[src/rtl/ps2_host_tx.sv]
// ps2_host_tx: PS/2 host-to-device transmitter.
// Sends one command byte to the keyboard over the open-drain PS/2 clock/data
// pair. The host holds the clock low for INHIBIT ticks. It then pulls data low
// as the start bit and releases the clock. The device then clocks out 8 data
// bits (LSB first), odd parity and a stop bit, and acknowledges on the 11th
// falling edge.
//
// Ports
//   clock  system clock (56MHz)
//   reset  synchronous, active-low reset
//   ce     clock enable; all state advances only when ce=1
//   ps2    {data, clock} bus levels (asynchronous)
//   tx     transfer request, sampled on ce while busy=0
//   d      byte to send, captured with tx
//   ckOe   1 = drive ps2 clock low
//   dtOe   1 = drive ps2 data low
//   busy   transfer in progress
//   done   one-ce-tick pulse at end of transfer
//   err    valid with done: 1 = no ack / timeout
//
// Configuration
//   PS2_HOST_TX_WATCHDOG_EN  when defined, a device-clock watchdog aborts a
//                            stalled transfer after TIMEOUT ticks without a
//                            clock fall; otherwise TIMEOUT is unused.
module ps2_host_tx #(
    parameter int INHIBIT = 700,
    parameter int FILTER  = 8,
    parameter int TIMEOUT = 105000
) (
    input  logic       clock,
    input  logic       reset,
    input  logic       ce,
    input  logic [1:0] ps2,
    input  logic       tx,
    input  logic [7:0] d,
    output logic       ckOe,
    output logic       dtOe,
    output logic       busy,
    output logic       done,
    output logic       err
);

    localparam int IW = (INHIBIT > 1) ? $clog2(INHIBIT) : 1;
    localparam int FW = (FILTER > 1) ? $clog2(FILTER) : 1;
    localparam logic [IW-1:0] INH_LAST = IW'(INHIBIT - 1);
    localparam logic [FW-1:0] FLT_LAST = FW'(FILTER - 1);
`ifdef PS2_HOST_TX_WATCHDOG_EN
    localparam int WW = (TIMEOUT > 1) ? $clog2(TIMEOUT) : 1;
    localparam logic [WW-1:0] WD_LAST = WW'(TIMEOUT - 1);
`endif

    typedef enum logic [2:0] {
        ST_IDLE     = 3'd0,
        ST_INHIBIT  = 3'd1,
        ST_RTS      = 3'd2,
        ST_SEND     = 3'd3,
        ST_WAITIDLE = 3'd4
    } state_t;

    // Odd parity bit for a data byte.
    function automatic logic odd_parity(input logic [7:0] b);
        return ~^b;
    endfunction

    state_t          state_r, state_s;
    logic [1:0]      sync1_r, sync2_r;
    logic            filt_clk_r;
    logic [FW-1:0]   fcnt_r;
    logic            fall_s;
    logic            data_s;
    logic [7:0]      byte_r, byte_s;
    logic            parity_r, parity_s;
    logic [3:0]      idx_r, idx_s;
    logic [IW-1:0]   icnt_r, icnt_s;
    logic            ck_oe_r, ck_oe_s;
    logic            dt_oe_r, dt_oe_s;
    logic            busy_r, busy_s;
    logic            done_r, done_s;
    logic            err_r, err_s;
`ifdef PS2_HOST_TX_WATCHDOG_EN
    logic [WW-1:0]   wd_r, wd_s;
`endif

    // Filtered clock flips on this tick from 1 to 0: a device clock fall.
    assign fall_s = ce & filt_clk_r & ~sync2_r[0] & (fcnt_r == FLT_LAST);
    assign data_s = sync2_r[1];

    // Two-flop synchroniser and clock glitch filter. The idle bus is high.
    always_ff @(posedge clock) begin
        if (!reset) begin
            sync1_r    <= 2'b11;
            sync2_r    <= 2'b11;
            filt_clk_r <= 1'b1;
            fcnt_r     <= {FW{1'b0}};
        end else if (ce) begin
            sync1_r <= ps2;
            sync2_r <= sync1_r;
            if (sync2_r[0] == filt_clk_r) begin
                fcnt_r <= {FW{1'b0}};
            end else if (fcnt_r == FLT_LAST) begin
                filt_clk_r <= sync2_r[0];
                fcnt_r     <= {FW{1'b0}};
            end else begin
                fcnt_r <= fcnt_r + FW'(1);
            end
        end
    end

    // Transfer state and registered outputs.
    always_ff @(posedge clock) begin
        if (!reset) begin
            state_r  <= ST_IDLE;
            byte_r   <= 8'h00;
            parity_r <= 1'b0;
            idx_r    <= 4'd0;
            icnt_r   <= {IW{1'b0}};
            ck_oe_r  <= 1'b0;
            dt_oe_r  <= 1'b0;
            busy_r   <= 1'b0;
            done_r   <= 1'b0;
            err_r    <= 1'b0;
`ifdef PS2_HOST_TX_WATCHDOG_EN
            wd_r     <= {WW{1'b0}};
`endif
        end else begin
            state_r  <= state_s;
            byte_r   <= byte_s;
            parity_r <= parity_s;
            idx_r    <= idx_s;
            icnt_r   <= icnt_s;
            ck_oe_r  <= ck_oe_s;
            dt_oe_r  <= dt_oe_s;
            busy_r   <= busy_s;
            done_r   <= done_s;
            err_r    <= err_s;
`ifdef PS2_HOST_TX_WATCHDOG_EN
            wd_r     <= wd_s;
`endif
        end
    end

    // Next-state and output logic; nothing moves between ce ticks.
    always_comb begin
        state_s  = state_r;
        byte_s   = byte_r;
        parity_s = parity_r;
        idx_s    = idx_r;
        icnt_s   = icnt_r;
        ck_oe_s  = ck_oe_r;
        dt_oe_s  = dt_oe_r;
        busy_s   = busy_r;
        done_s   = done_r;
        err_s    = err_r;
`ifdef PS2_HOST_TX_WATCHDOG_EN
        wd_s     = wd_r;
`endif
        if (ce) begin
            done_s = 1'b0;
            case (state_r)
                ST_IDLE: begin
                    if (tx) begin
                        byte_s   = d;
                        parity_s = odd_parity(d);
                        busy_s   = 1'b1;
                        ck_oe_s  = 1'b1;
                        dt_oe_s  = 1'b0;
                        err_s    = 1'b0;
                        icnt_s   = {IW{1'b0}};
                        state_s  = ST_INHIBIT;
                    end else begin
                        state_s = ST_IDLE;
                    end
                end
                // Device clock falls here come from our own inhibit; ignored.
                ST_INHIBIT: begin
                    if (icnt_r == INH_LAST) begin
                        dt_oe_s = 1'b1;
                        state_s = ST_RTS;
                    end else begin
                        icnt_s = icnt_r + IW'(1);
                    end
                end
                ST_RTS: begin
                    ck_oe_s = 1'b0;
                    idx_s   = 4'd0;
                    state_s = ST_SEND;
`ifdef PS2_HOST_TX_WATCHDOG_EN
                    wd_s    = {WW{1'b0}};
`endif
                end
                ST_SEND: begin
                    if (fall_s) begin
                        case (idx_r)
                            4'd8:    dt_oe_s = ~parity_r;
                            4'd9:    dt_oe_s = 1'b0;
                            4'd10: begin
                                err_s   = data_s;
                                state_s = ST_WAITIDLE;
                            end
                            default: dt_oe_s = ~byte_r[idx_r[2:0]];
                        endcase
                        if (idx_r < 4'd10) begin
                            idx_s = idx_r + 4'd1;
                        end else begin
                            idx_s = idx_r;
                        end
                    end else begin
                        idx_s = idx_r;
                    end
                end
                ST_WAITIDLE: begin
                    if (filt_clk_r && data_s) begin
                        done_s  = 1'b1;
                        busy_s  = 1'b0;
                        state_s = ST_IDLE;
                    end else begin
                        state_s = ST_WAITIDLE;
                    end
                end
                default: begin
                    ck_oe_s = 1'b0;
                    dt_oe_s = 1'b0;
                    busy_s  = 1'b0;
                    state_s = ST_IDLE;
                end
            endcase
`ifdef PS2_HOST_TX_WATCHDOG_EN
            // Watchdog restarts on every device clock fall.
            if (state_r == ST_SEND || state_r == ST_WAITIDLE) begin
                if (fall_s) begin
                    wd_s = {WW{1'b0}};
                end else if (wd_r == WD_LAST) begin
                    ck_oe_s = 1'b0;
                    dt_oe_s = 1'b0;
                    done_s  = 1'b1;
                    err_s   = 1'b1;
                    busy_s  = 1'b0;
                    state_s = ST_IDLE;
                end else begin
                    wd_s = wd_r + WW'(1);
                end
            end else begin
                wd_s = wd_r;
            end
`endif
        end else begin
            done_s = done_r;
        end
    end

    assign ckOe = ck_oe_r;
    assign dtOe = dt_oe_r;
    assign busy = busy_r;
    assign done = done_r;
    assign err  = err_r;

endmodule

[config.mk]
export PLATFORM = sky130hd
export DESIGN_NAME = ps2_host_tx
export DESIGN_NICKNAME = d
export VERILOG_FILES = /design/src/rtl/ps2_host_tx.sv
export SDC_FILE = /design/constraint.sdc
export NUM_CORES = 1
export LEC_CHECK = 0
export ABC_CLOCK_PERIOD_IN_PS = 1800
export CAP_MARGIN = 5
export CORE_ASPECT_RATIO = 0.5
export CORE_MARGIN = 3
export CORE_UTILIZATION = 51
export CTS_CLUSTER_SIZE = 28
export DETAILED_ROUTE_END_ITERATION = 10
export PLACE_DENSITY = 0.86
export SLEW_MARGIN = 40
export SYNTH_ARGS = -nofsm -noshare
export SYNTH_HDL_FRONTEND = slang
export SYNTH_SLANG_ARGS = --single-unit
[constraint.sdc]
create_clock -name clock -period 1.8 [get_ports clock]
set_input_delay 0.45 -clock clock [delete_from_list [all_inputs] [get_ports clock]]
set_output_delay 0.45 -clock clock [all_outputs]
set_load 0.1 [all_outputs]
==> impl_metrics.toml <==
[finish]
multi_input_area_um2 = 1200
area.growth.synth_to_final_pct = 26.9
layout.cells.most_common_list = "sky130_fd_sc_hd__dfxtp_1 (38), sky130_fd_sc_hd__nand2_1 (36), sky130_fd_sc_hd__buf_4 (23)"
nets = 294
insertedDiodeCount = 0
register_area_um2 = 782
commonest_non_fill_non_tap_cell_in_the_layout = "sky130_fd_sc_hd__dfxtp_1"
fill_cells = 251
final_cell_area_um2 = 2560
layout-drive-gt1-share_pct = 16.5

[clocking]
clk_pin_slew_worst_paths_ns = 0.07
post_cts_hold_buffer_count = 0
insertion_delay_ns = 0.29
cts.root.buffer_cell = "sky130_fd_sc_hd__clkbuf_8"
maximum_number_of_buffers_from_clock_root_to_sink = 2
clkSinkCount = 39
cts_bufs_inserted = 5
cts_tree = "built"
htree_num_levels = 2

[logic_synthesis]
synth.yosys.seq_area_share_pct = 38.7
syn_avg_cell_area_um2 = 8.54
synthDistinctLibCells = 44
postSynthCellCount = 236
ys_async_sr_fraction_pct = 0
synth_fp_nets = 256
post_synthesis_register_bit_count = 39
synth.yosys.warnings = 0
synth_edf_count = 0
synth_ff_type = "sky130_fd_sc_hd__dfxtp_1"
synth.cell_area_um2 = 2020

[sta]
rsz0062_at_grt = "true"
hold-worst-slack_ns = 0.461
tightestPinTransition_ns = 0.501
time_the_worst_path_needs_with_i_o_delays_and_setup_ns = 1.89
fmax_ghz = 0.530
setup_viol = 1
final.period_utilization_pct = 105
finalMaxSlewViolations = 0
setup_ws_ns = -0.0883
final_hold_violations = 0
skew_ns = 0.00464
slew_headroom_pct = 66.5
finalSetupTns_ns = -0.0883

[detailed_routing]
via_per_inst = 5.60
route.final.wire_length_mm = 4.66
drt-wirelength-per-cell_um = 14.4
detailedRoute.firstPassIterationCount = 4
route.detailed.drc = 0
dr_total_vias = 1815
initialDrtViolationCount = 222
antenna_violating_nets_left = 0

[critical_path]
rr_worst_depth = 5
endpoint_kind = "flip-flop"
critPathKind = "flip-flop to flip-flop"
path_depth = 5
cp_num_buf_inv = 0
critical_path_cell_by_cell = "or4b_4 -> o31ai_4 -> o211ai_1 -> or4_1 -> a21boi_1"
worst_path_largest_cell_delay_ns = 0.55
cp-start-kind = "flip-flop"
ff2ff_setup_slack_ns = -0.09
critical_path.reg2reg.startpoint = "icnt_r[2]"
critical_path.slowest_cell = "sky130_fd_sc_hd__or4b_4"
cp-startpoint = "icnt_r[2]"
critPathCapture = "state_r[1]"
worst_ep_required_time_ns = 2.03
worst_path_maximum_fanout = 2
worstReg2RegEnd = "state_r[1]"
cpLargestDelayFamily = "simple AND/OR/NAND/NOR gates"
worstPathArrival_ns = 2.12

[placed_design]
placed_area_um2 = 2450
io_buffers = 18
detailed_place_hpwl_mm = 3.33
gpl.final_weighted_congestion = 0.903

[global_routing]
grt_pass1_wl_mm = 7.73
maximum_number_of_pins_on_one_net_before_global_route_repair = 20
groute.usage.overall_pct = 20.8
grt.overflow.total = 0
antenna_found_initial = 0
vias_in_the_first_global_route = 1719

[floorplanning]
dieHeight_um = 50.5
design.portCount = 19
die_area_um2 = 4790
placement_rows = 15
core_region_area_um2 = 3600
initial_utilization_pct = 55.9
die_w_um = 94.9

[pwr]
leakagePower_nw = 0.978
power-per-cell-area_nw_per_um2 = 691
max_ir_drop_vdd_v = 0.000379

[job]
max_cap_viols = 0

[min_path]
holdCritPathClass = "flip-flop to flip-flop"

[status]
failed_checks = "setup timing"
outcome = "complete, but fails checks"
[registers in the layout, summed over array words and instances, names as in the netlist]
name	cells
icnt_r	10
byte_r	8
idx_r	4
fcnt_r	3
state_r	3
sync1_r	2
sync2_r	2
busy	1
ckOe	1
done	1
dtOe	1
err	1
filt_clk_r	1
parity_r	1
[cells in the mapped netlist (2+ instances only)]
master,instances,area share (%)
sky130_fd_sc_hd__and3b_1,2,0.87
sky130_fd_sc_hd__o21ai_0,5,1.2
sky130_fd_sc_hd__nor3_1,4,0.99
sky130_fd_sc_hd__and3_1,3,0.93
sky130_fd_sc_hd__dfxtp_1,39,39
sky130_fd_sc_hd__xnor2_1,10,4.3
sky130_fd_sc_hd__a21boi_1,10,3.7
sky130_fd_sc_hd__nand3b_1,3,1.1
sky130_fd_sc_hd__o21a_1,3,1.1
sky130_fd_sc_hd__nand2_1,36,6.7
sky130_fd_sc_hd__inv_1,5,0.93
sky130_fd_sc_hd__nor2b_1,5,1.6
sky130_fd_sc_hd__nand3_1,14,3.5
sky130_fd_sc_hd__o21ai_1,2,0.50
sky130_fd_sc_hd__nor2_1,19,3.5
sky130_fd_sc_hd__a21boi_0,3,1.1
sky130_fd_sc_hd__mux4_2,2,2.2
sky130_fd_sc_hd__xor2_1,8,3.5
sky130_fd_sc_hd__nand2b_1,4,1.2
sky130_fd_sc_hd__clkbuf_1,10,1.9
sky130_fd_sc_hd__mux2i_1,5,2.5
sky130_fd_sc_hd__o31ai_1,2,0.74
sky130_fd_sc_hd__ha_1,6,3.7
sky130_fd_sc_hd__o211ai_1,2,0.74
sky130_fd_sc_hd__and2_1,5,1.6
sky130_fd_sc_hd__nand4_1,3,0.93
sky130_fd_sc_hd__a21oi_1,9,2.2
[cell type report]
class / instances / area share, %
clock buffers: 6 / 2.84
multi-input cells: 181 / 46.8
inverters: 5 / 0.733
repair buffers: 42 / 16.5
flip-flops and latches: 39 / 30.6
well taps: 51 / 2.49
[stage by stage]
step,utilization (%),setup WS (ns),instances,power [W]
final,71.0,-0.0883,324,0.00177
after global routing,71.0,-0.0935,324,0.00184
after CTS,70.1,-0.0501,323,0.00176
after detailed placement,67.9,-0.103,316,0.00123
after global placement,67.9,-0.0522,316,0.00122
after floorplan,-,0.0269,236,0.00110
[worst min-delay path, stage by stage (launching register included)]
cell	delay, ns
sky130_fd_sc_hd__dfxtp_1	0.31
sky130_fd_sc_hd__nand2_1	0.05
sky130_fd_sc_hd__a21boi_1	0.05
[logic make-up (layout without fill, tap and decap cells)]
family                   count (synthesis)  after routing  share of synthesized area, %
AND/OR/NAND/NOR                        106            106                          26.4
AO/OA/AOI/OAI                           44             44                          15.6
flip-flops                              39             39                          38.7
XOR/XNOR                                18             18                          7.82
buffers and inverters                   16             53                          2.98
multiplexers                             7              7                          4.72
adder cells (fa/ha/maj)                  6              6                          3.72
[per-layer routing]
metal,track usage (%),vias up,wire [um]
li1,-,891,-
met1,28.4,864,2210
met2,32.1,52,2140
met3,4.94,8,265
met4,7.42,0,42
met5,0,-,0
[power by group]
group          leakage, nW  internal, W  switching [W]
clock               0.0371     0.000258       0.000289
sequential           0.317     0.000890      0.0000281
combinational        0.623     0.000146       0.000155
[how the worst min path moves through the flow]
stage	startpoint	endpoint	slack, ns	cells past startpoint
6_report	byte_r[3]	byte_r[3]	0.46	2
5_1_grt	byte_r[3]	byte_r[3]	0.47	2
4_1_cts	byte_r[0]	byte_r[0]	0.46	2
3_5_place_dp	byte_r[0]	byte_r[0]	0.45	2
3_3_place_gp	byte_r[4]	byte_r[4]	0.44	2
2_1_floorplan	byte_r[2]	byte_r[2]	0.43	2
[what timing repair did]
item                       in CTS  in global routing
setup endpoints to repair       1                 22
buffers inserted                1                  1
resized for setup               0                  6
pin swaps                       1                  3
No activity file was read; power rests on OpenSTA's default activity.
